$ cat src/rtl/wb_if.sv
// Wishbone B3 classic bus bundle. Widths are the maximum bus widths; a
// master narrower than the bus zero-extends its outputs and ignores the
// upper read-data bits.
interface wb_if #(
  parameter int WB_ADR_MAX_WIDTH = 64,
  parameter int WB_DAT_MAX_WIDTH = 64
);
  logic                          cyc;
  logic                          stb;
  logic                          we;
  logic [WB_ADR_MAX_WIDTH-1:0]   adr;
  logic [WB_DAT_MAX_WIDTH/8-1:0] sel;
  logic [WB_DAT_MAX_WIDTH-1:0]   dat_m2s;
  logic [WB_DAT_MAX_WIDTH-1:0]   dat_s2m;
  logic                          ack;
  logic                          err;
  logic                          rty;
  logic [2:0]                    cti;
  logic [1:0]                    bte;

  modport mst (
    output cyc, stb, we, adr, sel, dat_m2s, cti, bte,
    input  dat_s2m, ack, err, rty
  );

  modport slv (
    input  cyc, stb, we, adr, sel, dat_m2s, cti, bte,
    output dat_s2m, ack, err, rty
  );
endinterface

$ cat src/rtl/wb_cmd_master.sv
// Wishbone B3 classic single-transfer master. Turns each command on a
// valid/ready stream into one bus cycle (with bounded retry on rty and an
// optional hang timeout) and returns the outcome on a valid/ready response
// stream. Strictly one transaction in flight.
module wb_cmd_master #(
  parameter int DAT_W     = 32,
  parameter int ADR_W     = 32,
  parameter int MAX_RETRY = 3,
  parameter int BACKOFF   = 4,
  parameter int TIMEOUT   = 255
) (
  input  logic               clk,
  input  logic               rst,
  input  logic               cmd_valid,
  output logic               cmd_ready,
  input  logic               cmd_we,
  input  logic [ADR_W-1:0]   cmd_adr,
  input  logic [DAT_W-1:0]   cmd_dat,
  input  logic [DAT_W/8-1:0] cmd_sel,
  output logic               rsp_valid,
  input  logic               rsp_ready,
  output logic [DAT_W-1:0]   rsp_dat,
  output logic [1:0]         rsp_status,
  wb_if.mst                  wb
);

  localparam int SEL_W   = DAT_W / 8;
  localparam int ADR_MAX = $bits(wb.adr);
  localparam int DAT_MAX = $bits(wb.dat_m2s);
  localparam int SEL_MAX = $bits(wb.sel);

  // Counter widths, never narrower than one bit.
  localparam int RT_W = (MAX_RETRY > 0) ? $clog2(MAX_RETRY + 1) : 1;
  localparam int TO_W = (TIMEOUT > 0)   ? $clog2(TIMEOUT + 1)   : 1;
  localparam int BO_W = (BACKOFF > 1)   ? $clog2(BACKOFF + 1)   : 1;

  localparam logic [RT_W-1:0] RT_MAX  = RT_W'(MAX_RETRY);
  localparam logic [TO_W-1:0] TO_MAX  = TO_W'(TIMEOUT);
  localparam logic [BO_W-1:0] BO_LAST = BO_W'(BACKOFF - 1);

  localparam logic [1:0] ST_OK      = 2'd0;
  localparam logic [1:0] ST_ERR     = 2'd1;
  localparam logic [1:0] ST_RTY     = 2'd2;
  localparam logic [1:0] ST_TIMEOUT = 2'd3;

  typedef enum logic [1:0] {
    S_IDLE    = 2'd0,
    S_CYCLE   = 2'd1,
    S_BACKOFF = 2'd2,
    S_RESP    = 2'd3
  } state_t;

  state_t           state;
  logic             bus_cyc;
  logic             bus_we;
  logic [ADR_W-1:0] bus_adr;
  logic [DAT_W-1:0] bus_dat;
  logic [SEL_W-1:0] bus_sel;
  logic [RT_W-1:0]  retry_cnt;
  logic [TO_W-1:0]  to_cnt;
  logic [BO_W-1:0]  bo_cnt;

  logic             finish;
  logic [1:0]       fin_status;
  logic [DAT_W-1:0] fin_dat;
  logic             retry_now;
  logic [TO_W-1:0]  to_next;
  logic             unused_s2m;

  // Bus drive: the bus registers double as the latched command, so adr/we/
  // sel/dat stay stable through the cycle and across backoff re-issues.
  assign wb.cyc     = bus_cyc;
  assign wb.stb     = bus_cyc;
  assign wb.we      = bus_we;
  assign wb.adr     = ADR_MAX'(bus_adr);
  assign wb.dat_m2s = DAT_MAX'(bus_dat);
  assign wb.sel     = SEL_MAX'(bus_sel);
  assign wb.cti     = 3'b000;
  assign wb.bte     = 2'b00;
  assign unused_s2m = ^wb.dat_s2m;

  // Decode the slave response while in CYCLE (err > ack > rty > timeout).
  always_comb begin
    finish     = 1'b0;
    fin_status = ST_OK;
    fin_dat    = {DAT_W{1'b0}};
    retry_now  = 1'b0;
    to_next    = to_cnt;
    if (state == S_CYCLE) begin
      if (wb.err) begin
        finish     = 1'b1;
        fin_status = ST_ERR;
      end else if (wb.ack) begin
        finish     = 1'b1;
        fin_status = ST_OK;
        fin_dat    = bus_we ? {DAT_W{1'b0}} : wb.dat_s2m[DAT_W-1:0];
      end else if (wb.rty) begin
        if (retry_cnt < RT_MAX) begin
          retry_now = 1'b1;
        end else begin
          finish     = 1'b1;
          fin_status = ST_RTY;
        end
      end else if (TIMEOUT != 0) begin
        to_next = to_cnt + TO_W'(1);
        if (to_next == TO_MAX) begin
          finish     = 1'b1;
          fin_status = ST_TIMEOUT;
        end else begin
          finish = 1'b0;
        end
      end else begin
        to_next = to_cnt;
      end
    end else begin
      finish = 1'b0;
    end
  end

  // Transaction FSM with registered bus and stream outputs.
  always_ff @(posedge clk) begin
    if (rst) begin
      state      <= S_IDLE;
      cmd_ready  <= 1'b0;
      rsp_valid  <= 1'b0;
      rsp_dat    <= {DAT_W{1'b0}};
      rsp_status <= ST_OK;
      bus_cyc    <= 1'b0;
      bus_we     <= 1'b0;
      bus_adr    <= {ADR_W{1'b0}};
      bus_dat    <= {DAT_W{1'b0}};
      bus_sel    <= {SEL_W{1'b0}};
      retry_cnt  <= {RT_W{1'b0}};
      to_cnt     <= {TO_W{1'b0}};
      bo_cnt     <= {BO_W{1'b0}};
    end else begin
      case (state)
        S_IDLE: begin
          if (cmd_valid && cmd_ready) begin
            cmd_ready <= 1'b0;
            bus_cyc   <= 1'b1;
            bus_we    <= cmd_we;
            bus_adr   <= cmd_adr;
            bus_dat   <= cmd_dat;
            bus_sel   <= cmd_sel;
            retry_cnt <= {RT_W{1'b0}};
            to_cnt    <= {TO_W{1'b0}};
            state     <= S_CYCLE;
          end else begin
            cmd_ready <= 1'b1;
          end
        end
        S_CYCLE: begin
          if (finish) begin
            bus_cyc    <= 1'b0;
            bus_we     <= 1'b0;
            bus_adr    <= {ADR_W{1'b0}};
            bus_dat    <= {DAT_W{1'b0}};
            bus_sel    <= {SEL_W{1'b0}};
            rsp_valid  <= 1'b1;
            rsp_status <= fin_status;
            rsp_dat    <= fin_dat;
            state      <= S_RESP;
          end else if (retry_now) begin
            bus_cyc   <= 1'b0;
            retry_cnt <= retry_cnt + RT_W'(1);
            bo_cnt    <= {BO_W{1'b0}};
            state     <= S_BACKOFF;
          end else begin
            to_cnt <= to_next;
          end
        end
        S_BACKOFF: begin
          if (bo_cnt == BO_LAST) begin
            bus_cyc <= 1'b1;
            to_cnt  <= {TO_W{1'b0}};
            state   <= S_CYCLE;
          end else begin
            bo_cnt <= bo_cnt + BO_W'(1);
          end
        end
        S_RESP: begin
          if (rsp_ready) begin
            rsp_valid  <= 1'b0;
            rsp_dat    <= {DAT_W{1'b0}};
            rsp_status <= ST_OK;
            cmd_ready  <= 1'b1;
            state      <= S_IDLE;
          end else begin
            rsp_valid <= 1'b1;
          end
        end
        default: begin
          state     <= S_IDLE;
          bus_cyc   <= 1'b0;
          rsp_valid <= 1'b0;
          cmd_ready <= 1'b0;
        end
      endcase
    end
  end

endmodule

$ cat src/flat_wrapper.sv
// flat-port wrapper written by rule: the top's interface ports become plain ports
module wb_cmd_master_flat 
#(
  parameter int DAT_W     = 32,
  parameter int ADR_W     = 32,
  parameter int MAX_RETRY = 3,
  parameter int BACKOFF   = 4,
  parameter int TIMEOUT   = 255
)
  (clk, rst, cmd_valid, cmd_ready, cmd_we, cmd_adr, cmd_dat, cmd_sel, rsp_valid, rsp_ready, rsp_dat, rsp_status, wb_cyc, wb_stb, wb_we, wb_adr, wb_sel, wb_dat_m2s, wb_cti, wb_bte, wb_dat_s2m, wb_ack, wb_err, wb_rty);
  wb_if wb_i ();
  input  logic clk;
  input  logic rst;
  input  logic cmd_valid;
  output logic cmd_ready;
  input  logic cmd_we;
  input  logic [ADR_W-1:0] cmd_adr;
  input  logic [DAT_W-1:0] cmd_dat;
  input  logic [DAT_W/8-1:0] cmd_sel;
  output logic rsp_valid;
  input  logic rsp_ready;
  output logic [DAT_W-1:0] rsp_dat;
  output logic [1:0] rsp_status;
  output wire logic [$bits(wb_i.cyc)-1:0] wb_cyc;
  output wire logic [$bits(wb_i.stb)-1:0] wb_stb;
  output wire logic [$bits(wb_i.we)-1:0] wb_we;
  output wire logic [$bits(wb_i.adr)-1:0] wb_adr;
  output wire logic [$bits(wb_i.sel)-1:0] wb_sel;
  output wire logic [$bits(wb_i.dat_m2s)-1:0] wb_dat_m2s;
  output wire logic [$bits(wb_i.cti)-1:0] wb_cti;
  output wire logic [$bits(wb_i.bte)-1:0] wb_bte;
  input wire logic [$bits(wb_i.dat_s2m)-1:0] wb_dat_s2m;
  input wire logic [$bits(wb_i.ack)-1:0] wb_ack;
  input wire logic [$bits(wb_i.err)-1:0] wb_err;
  input wire logic [$bits(wb_i.rty)-1:0] wb_rty;
  assign wb_cyc = wb_i.cyc;
  assign wb_stb = wb_i.stb;
  assign wb_we = wb_i.we;
  assign wb_adr = wb_i.adr;
  assign wb_sel = wb_i.sel;
  assign wb_dat_m2s = wb_i.dat_m2s;
  assign wb_cti = wb_i.cti;
  assign wb_bte = wb_i.bte;
  assign wb_i.dat_s2m = wb_dat_s2m;
  assign wb_i.ack = wb_ack;
  assign wb_i.err = wb_err;
  assign wb_i.rty = wb_rty;
  wb_cmd_master #(.DAT_W(DAT_W), .ADR_W(ADR_W), .MAX_RETRY(MAX_RETRY), .BACKOFF(BACKOFF), .TIMEOUT(TIMEOUT)) u_core (.clk(clk), .rst(rst), .cmd_valid(cmd_valid), .cmd_ready(cmd_ready), .cmd_we(cmd_we), .cmd_adr(cmd_adr), .cmd_dat(cmd_dat), .cmd_sel(cmd_sel), .rsp_valid(rsp_valid), .rsp_ready(rsp_ready), .rsp_dat(rsp_dat), .rsp_status(rsp_status), .wb(wb_i));
endmodule
$ cat config.mk
export PLATFORM = sky130hd
export DESIGN_NAME = wb_cmd_master_flat
export DESIGN_NICKNAME = d
export VERILOG_FILES = /design/src/rtl/wb_if.sv /design/src/rtl/wb_cmd_master.sv /design/src/flat_wrapper.sv
export SDC_FILE = /design/constraint.sdc
export NUM_CORES = 1
export LEC_CHECK = 0
export BUFFER_PORTS_ARGS = -buffer_cell sky130_fd_sc_hd__buf_4
export CORE_AREA = 2 2 125 127
export CTS_CLUSTER_DIAMETER = 60
export DETAILED_ROUTE_END_ITERATION = 12
export DIE_AREA = 0 0 127 129
export PLACE_DENSITY = 0.72
export RECOVER_POWER = 25
export SYNTH_ARGS = -nofsm -noshare
export SYNTH_HDL_FRONTEND = slang
export SYNTH_SLANG_ARGS = --single-unit
export TNS_END_PERCENT = 30
$ cat constraint.sdc
create_clock -name clk -period 2.7 [get_ports clk]
set_clock_uncertainty 0.1 [all_clocks]
set_input_delay 0.81 -clock clk [delete_from_list [all_inputs] [get_ports clk]]
set_output_delay 0.81 -clock clk [all_outputs]
set_load 0.02 [all_outputs]
==> results.cfg, run 1 <==
[synthesis]
ys_ff_latch = 121
async_flop_share_pct = 0
synth_seq_area_share_pct = 41.1
yosys_warnings = 0
ys.flop_type = dfxtp_1
synthesis.area_mm2 = 0.00590
synth_most_common_cell = nand2_1
synth_top_area_share_pct = 41.1
synth-edff-count = 0
synth_top_area_cell = dfxtp_1
synth.distinct_cells = 48
ys_top_cells_by_area = dfxtp_1, nand2_1, buf_4, a311oi_1, a21oi_1
synth_commonest_cells = nand2_1, dfxtp_1, a21oi_1, buf_4, a311oi_1
netlist_instances = 729
synth_area_per_cell_um2 = 8.09

[worst_setup_path]
critPathBufInv = 1
endpoint_kind = register
cp.required_ns = 2.92
crit_arrival_ns = 2.62
critPathKind = reg -> reg
slowest_stage = dfxtp_1
cp-start-kind = register
path_cells = ha_1 > nand3_1 > o21a_1 > o211ai_4 > buf_4 > nand3_1 > o31ai_1
crit_fanout = 24
cp_slowest_stage_delay_ns = 0.38
timing.critical_path.mode_cell = nand3_1
cp_top_family = compound AO/OA/AOI/OAI gates

[placement]
place_area_mm2 = 0.00739
io_buffers = 214
dp_hpwl_um = 10900
dp_slack_ns = 0.304
gp_congestion = 0.832

[route]
drc = 0
vias = 5630
wl_per_cell_um = 14.1
first_pass_iters = 4
drt_iter0_markers = 287
vias_per_cell = 5.01
postRouteAntennaNets = 0
wirelength_um = 15900

[die]
fp.dieArea_mm2 = 0.0164
rows = 45
initial_core_util_pct = 39.4
dieWidth_um = 127
core-area_mm2 = 0.0150
num_io_pins = 320
die_y_um = 129

[global_route]
antenna_found_initial = 0
overflow = 0
track_usage_pct = 18.9
grt_max_degree = 85
grt_pass1_wl_um = 25200
grt_pass1_vias = 5145

[pwr]
clkPwrFrac_pct = 48.6
p_comb_share_pct = 16.5
static-leakage-power_uw = 0.00312
seq_power_share_pct = 35.0
power_switching_uw = 1460
intPower_uw = 4080
power_density_mw_per_mm2 = 702
ir_drop_mv = 0.406
swShare_pct = 26.3

[sta]
finalMaxSlewViolations = 0
rsz0062_at_grt = no
max_freq_mhz = 416
setup_tns_ns = 0
max_slew_margin_pct = 34.7
setup_slack_ns = 0.293
fin_crit_sh_pct = 89.1
period_needed_ns = 2.41
timing.hold.ws_ns = 0.350
hold_violations = 0
worst_pin_slew_ns = 0.979
final-setup-viol-count = 0

[hold_path]
hold_path_class = reg -> reg

[clock_network]
cts_tree = done
cts_made_buffers = 17
hold_buffers = 0
cts.sinks = 121
clock_latency_ns = 0.41
ctsRootBufferMaster = clkbuf_16
cts_setup_buffers = 0
cts_buffer_depth = 2
clkSlewWorstSetupHoldPaths_ns = 0.05
htree_num_levels = 4
cts-resized-gates = 0

[final_layout]
diodes = 0
drive_gt1_share_pct = 24.3
utilization_pct = 52.7
nets = 1068
fin_area_mm2 = 0.00790
layout-area-overhead-vs-synth_pct = 33.8

[status]
status = finished, final reports clean

[run]
max_cap_viol_count = 0
-- power by group through the flow --
stage	clock network [µW]	registers, µW	logic (µW)
2_1_floorplan	0	2060	556
3_3_place_gp	0	1970	932
3_5_place_dp	0	1970	941
4_1_cts	2750	1940	943
5_1_grt	2830	1950	1000
6_report	2690	1940	914
-- final cells by class --
class | instances | area [µm²]
clock buffer | 20 | 457
clock inverter | 12 | 244
fill | 1471 | 7080
inverter | 6 | 22.5
multi-input combinational | 544 | 2930
sequential | 121 | 2420
tap | 188 | 235
timing repair buffer | 233 | 1590
-- path summary, 6_finish.rpt --
check	from	end	slack, ns	cells past startpoint
setup / recovery	u_core.to_cnt[1]$_SDFFE_PP0P_	u_core.to_cnt[3]$_SDFFE_PP0P_	0.29	7
hold / removal	u_core.rsp_dat[22]$_SDFFE_PP0P_	u_core.rsp_dat[22]$_SDFFE_PP0P_	0.35	2
hold reg to reg	u_core.rsp_dat[22]$_SDFFE_PP0P_	u_core.rsp_dat[22]$_SDFFE_PP0P_	0.35	2
setup reg to reg	u_core.to_cnt[1]$_SDFFE_PP0P_	u_core.to_cnt[3]$_SDFFE_PP0P_	0.29	7
-- layer usage --
metal | GRT usage, % | vias to the layer above | share of wire, %
li1 | - | 2827 | -
met3 | 6.15 | 27 | 7.2
met1 | 24.0 | 2566 | 44
met4 | 7.95 | 0 | 2.2
met2 | 29.8 | 210 | 47
met5 | 0 | - | 0
-- layout by cell type, fill, tap and decap left out, types with 3 or more instances in the layout --
cell type,instances
a311oi_2,4
nor3_1,6
nand2_1,152
clkbuf_1,53
nand3_1,25
nor2_1,28
a221oi_1,17
o21ai_1,5
clkbuf_16,17
a311oi_1,50
a21boi_0,4
o21ai_0,39
bufinv_16,7
nand3b_1,3
inv_1,6
ha_1,5
buf_12,3
a211oi_1,3
nor2b_1,19
a21oi_1,79
dfxtp_1,121
buf_4,178
conb_1,73
-- flip-flops by register name (all words and copies together) (netlist names) --
| name | cells |
|---|---|
| u_core.rsp_dat | 32 |
| u_core.retry_cnt | 2 |
| u_core.state | 2 |
| u_core.bo_cnt | 3 |
| u_core.bus_dat | 32 |
| u_core.cmd_ready | 1 |
| u_core.rsp_status | 2 |
| u_core.wb.we | 1 |
| u_core.to_cnt | 8 |
| u_core.bus_sel | 4 |
| u_core.wb.cyc | 1 |
| u_core.bus_adr | 32 |
| u_core.rsp_valid | 1 |
-- worst min-delay path: cells and delay by family, from the launching register on --
kind             cells  cell delay [ns]
flip-flops           1             0.31
AND/OR/NAND/NOR      1             0.05
AO/OA/AOI/OAI        1             0.05
-- per-stage QoR --
step / instances / power (µW)
after CTS: 1124 / 5630
final: 1124 / 5540
after floorplan: 801 / 2620
after global placement: 1092 / 2910
after detailed placement: 1092 / 2910
after global routing: 1124 / 5780
-- logic make-up after synthesis --
family | after synthesis | synth area share, %
simple gates | 246 | 18.3
other cells | 1 | 0.0636
mux | 1 | 0.170
xor+xnor | 2 | 0.297
compound gates | 217 | 24.7
flops | 121 | 41.1
fa+ha+maj | 5 | 1.06
buf+inv | 136 | 14.4
Power figures use the tool's default switching activity.
==> inputs of run 2 (changes only) <==
- REMOVE_ABC_BUFFERS: unset -> 1
==> results.cfg, run 2 (same netlist as run 1, synthesis figures left out) <==
[clock_network]
clkSlewWorstSetupHoldPaths_ns = 0.06
cts_tree = done
clock_latency_ns = 0.40
cts_setup_buffers = 0
cts-resized-gates = 0
htree_num_levels = 4
cts_made_buffers = 17
ctsRootBufferMaster = clkbuf_16
cts_buffer_depth = 2
cts.sinks = 121
hold_buffers = 0

[route]
wirelength_um = 16100
vias_per_cell = 5.00
drt_iter0_markers = 322
first_pass_iters = 4
drc = 0
postRouteAntennaNets = 0
vias = 5622
wl_per_cell_um = 14.3

[final_layout]
top_regs = u_core.bus_adr (32), u_core.bus_dat (32), u_core.rsp_dat (32)
drive_gt1_share_pct = 24.5
fin_area_mm2 = 0.00776
layout_common_cells = buf_4, nand2_1, dfxtp_1, a21oi_1, conb_1
diodes = 0
layout-area-overhead-vs-synth_pct = 31.6
nets = 1068
layout_commonest_cell = buf_4

[pwr]
seq_power_share_pct = 38.7
intPower_uw = 3490
swShare_pct = 30.3
clkPwrFrac_pct = 43.0
power_density_mw_per_mm2 = 645
p_comb_share_pct = 18.3
static-leakage-power_uw = 0.00306
ir_drop_mv = 0.430
power_switching_uw = 1520

[die]
initial_core_util_pct = 39.4
dieWidth_um = 127
core-area_mm2 = 0.0150
fp.dieArea_mm2 = 0.0164
die_y_um = 129
num_io_pins = 320
rows = 45

[sta]
rsz0062_at_grt = no
fin_crit_sh_pct = 87.3
max_slew_margin_pct = 25.8
setup_slack_ns = 0.343
hold_violations = 0
max_freq_mhz = 424
final-setup-viol-count = 0
worst_pin_slew_ns = 1.11
finalMaxSlewViolations = 0
period_needed_ns = 2.36
setup_tns_ns = 0

[global_route]
grt_pass1_vias = 5118
grt_pass1_wl_um = 25700
grt_max_degree = 108
track_usage_pct = 19.2
antenna_found_initial = 0
overflow = 0

[hold_path]
hold_path_class = reg -> reg

[worst_setup_path]
endpoint_kind = register
crit_arrival_ns = 2.56
cp.required_ns = 2.90
critPathKind = reg -> reg
crit_fanout = 107
cp-start-kind = register

[status]
status = finished, final reports clean

[placement]
dp_hpwl_um = 10900
place_area_mm2 = 0.00740
gp_congestion = 0.848
io_buffers = 214
dp_slack_ns = 0.246

[run]
max_cap_viol_count = 0
==> run 2: changes by cell type in the layout (fill, tap and decap cells not counted) <==
| cell | delta |
|---|---|
| clkbuf_4 | +1 |
| clkbuf_8 | -2 |
| clkinv_2 | +1 |
| bufinv_16 | -6 |
| inv_6 | +6 |
| clkbuf_1 | -2 |
| clkinv_4 | +2 |
==> run 2: layer usage <==
metal | track usage [%] | share of wire [%]
met4 | 7.37 | 2.0
met3 | 5.07 | 5.6
met2 | 31.0 | 48
met5 | 0 | 0
met1 | 24.7 | 44
==> run 2: metrics by stage <==
step / hold slack [ns] / total power (µW) / instances / utilization [%]
global route: 0.359 / 5260 / 1124 / 51.8
finish: 0.350 / 5010 / 1124 / 51.8
CTS: 0.352 / 5090 / 1124 / 53.2
global placement: 0.338 / 2910 / 1092 / 49.4
detailed placement: 0.343 / 2920 / 1092 / 49.4
floorplan: 0.340 / 2490 / 671 / -
==> run 2: area by class of cell <==
class / instances / area [µm²]
clock buffer: 17 / 425
clock inverter: 15 / 139
fill: 1504 / 7210
inverter: 6 / 22.5
multi-input combinational: 544 / 2930
sequential: 121 / 2420
tap: 188 / 235
timing repair buffer: 233 / 1600
==> run 2: power groups by stage <==
stage | combinational (µW) | clock, µW | sequential, µW
floorplan | 401 | 0 | 2080
global placement | 934 | 0 | 1970
detailed placement | 944 | 0 | 1970
CTS | 946 | 2210 | 1940
global route | 1000 | 2310 | 1950
finish | 916 | 2160 | 1940
==> run 2: critical path, cell delays in order, from the launching register on <==
cell      delay, ns
dfxtp_1        0.30
buf_4          0.26
nor3_4         0.19
clkbuf_4       0.83
a21oi_1        0.17
a311oi_1       0.29
==> run 2: path summary, 6_finish.rpt <==
check                                  startpoint                         endpoint  slack, ns  cells past startpoint
setup reg to reg     u_core.state[0]$_SDFFE_PP0P_  u_core.bus_adr[21]$_SDFFE_PP0P_       0.34                      5
hold / removal    u_core.rsp_dat[25]$_SDFFE_PP0P_  u_core.rsp_dat[25]$_SDFFE_PP0P_       0.35                      2
hold reg to reg   u_core.rsp_dat[25]$_SDFFE_PP0P_  u_core.rsp_dat[25]$_SDFFE_PP0P_       0.35                      2
setup / recovery     u_core.state[0]$_SDFFE_PP0P_  u_core.bus_adr[21]$_SDFFE_PP0P_       0.34                      5
==> inputs of run 3 (changes only) <==
- CORE_AREA: 2 2 125 127 -> unset
- CORE_UTILIZATION: unset -> 35
- DIE_AREA: 0 0 127 129 -> unset
- MAX_ROUTING_LAYER: unset -> met4
- PLACE_DENSITY: 0.72 -> 0.65
==> results.cfg, run 3 (same netlist as run 1, synthesis figures left out) <==
[worst_setup_path]
cp.required_ns = 2.89
critPathKind = reg -> reg
timing.critical_path.mode_cell = o21ai_0
reg2reg_slack_ns = 0.39
crit_fanout = 40
cp_slowest_stage_delay_ns = 0.66
slowest_stage = clkbuf_2
endpoint_kind = register
cp-start-kind = register
path_cells = clkbuf_2 > o21ai_0 > buf_4 > a21oi_2 > buf_12 > o21ai_0
crit_arrival_ns = 2.50

[global_route]
antenna_found_initial = 0
grt_pass1_vias = 5045
grt_max_degree = 73
overflow = 0
grt_pass1_wl_um = 25500
track_usage_pct = 18.5

[run]
max_cap_viol_count = 0

[route]
first_pass_iters = 4
wl_per_cell_um = 13.7
drc = 0
vias_per_cell = 4.82
vias = 5591
wl_met3_um = 637
wirelength_um = 15900
met1_length_um = 7230
postRouteAntennaNets = 0
drt_iter0_markers = 372
maxUsedRoutingLayer = met4
dr_wl_met2_um = 7840

[sta]
rsz0062_at_grt = no
setup_slack_ns = 0.395
worst_pin_slew_ns = 0.740
finalMaxSlewViolations = 0
final-setup-viol-count = 0
max_freq_mhz = 434
setup_tns_ns = 0
max_slew_margin_pct = 50.7
hold_violations = 0
period_needed_ns = 2.31
fin_crit_sh_pct = 85.4

[pwr]
ir_drop_mv = 0.411
power_density_mw_per_mm2 = 671
static-leakage-power_uw = 0.00310

[die]
dieWidth_um = 132
die_y_um = 132
fp.dieArea_mm2 = 0.0174
initial_core_util_pct = 35.7
num_io_pins = 320
core-area_mm2 = 0.0165
rows = 47

[clock_network]
hold_buffers = 0
cts_buffer_depth = 2
ctsRootBufferMaster = clkbuf_16
cts_setup_buffers = 0
htree_num_levels = 4
clock_latency_ns = 0.40
clkSlewWorstSetupHoldPaths_ns = 0.06
cts_made_buffers = 17
cts.sinks = 121
cts_tree = done
cts-resized-gates = 0

[hold_path]
hold_path_class = reg -> reg

[placement]
gp_congestion = 0.816
io_buffers = 214
dp_slack_ns = 0.302
dp_hpwl_um = 10800

[final_layout]
diodes = 0
layout_commonest_cell = buf_4
layout-area-overhead-vs-synth_pct = 34.1
layout_common_cells = buf_4, nand2_1, dfxtp_1, a21oi_1, conb_1
nets = 1071
top_regs = u_core.bus_adr (32), u_core.bus_dat (32), u_core.rsp_dat (32)
drive_gt1_share_pct = 24.2

[status]
status = finished, final reports clean
[run 3: cell count changes in the layout (fill, tap and decap cells not counted), moves of 2 or more]
| cell | delta |
|---|---|
| clkinv_2 | -2 |
| buf_4 | -4 |
| buf_12 | +2 |
| clkbuf_1 | +5 |
| inv_6 | -3 |
| bufinv_16 | +3 |
| clkbuf_8 | +2 |
[run 3: worst max-delay path: cells and delay by family (launching register included)]
family	cells	cell delay, ns
AOI/OAI and AO/OA	3	0.49
buffers and inverters	3	1.07
DFF	1	0.52
[run 3: path summary, 6_finish.rpt]
| path | startpoint | endpoint | cells after the start |
|---|---|---|---|
| worst max-delay path | u_core.state[0]$_SDFFE_PP0P_ | u_core.rsp_dat[11]$_SDFFE_PP0P_ | 6 |
| worst max register to register | u_core.state[0]$_SDFFE_PP0P_ | u_core.rsp_dat[11]$_SDFFE_PP0P_ | 6 |
| worst min-delay path | u_core.rsp_dat[25]$_SDFFE_PP0P_ | u_core.rsp_dat[25]$_SDFFE_PP0P_ | 2 |
| worst min register to register | u_core.rsp_dat[25]$_SDFFE_PP0P_ | u_core.rsp_dat[25]$_SDFFE_PP0P_ | 2 |
[run 3: per-layer routing]
| layer | vias to the layer above | track usage (%) |
|---|---|---|
| met5 | - | - |
| met4 | 0 | 5.75 |
| met3 | 12 | 3.96 |
| met2 | 160 | 29.7 |
| met1 | 2579 | 23.1 |
| li1 | 2840 | - |
[run 3: final cells by class]
cell class | count | area (µm²)
multi-input cells | 544 | 2930
clock inverters | 13 | 191
flip-flops and latches | 121 | 2420
well taps | 220 | 275
fillers | 1718 | 8610
clock buffers | 19 | 453
repair buffers | 236 | 1620
inverters | 6 | 22.5
[run 3: power by group]
part	internal, µW	switching, µW	total [µW]
Clock	1600	841	2440
Sequential	1880	65.0	1940
Combinational	343	579	922
Total	3820	1480	5310
[run 3: metrics by stage]
stage	hold slack (ns)	total power [µW]	utilization [%]	instances	instance area, µm²
after floorplan	0.340	2490	-	671	5340
after global placement	0.338	2920	45.3	1127	7480
after detailed placement	0.347	2930	45.3	1127	7480
after CTS	0.354	5390	49.2	1159	8120
after global routing	0.361	5550	47.9	1159	7910
final	0.351	5310	47.9	1159	7910
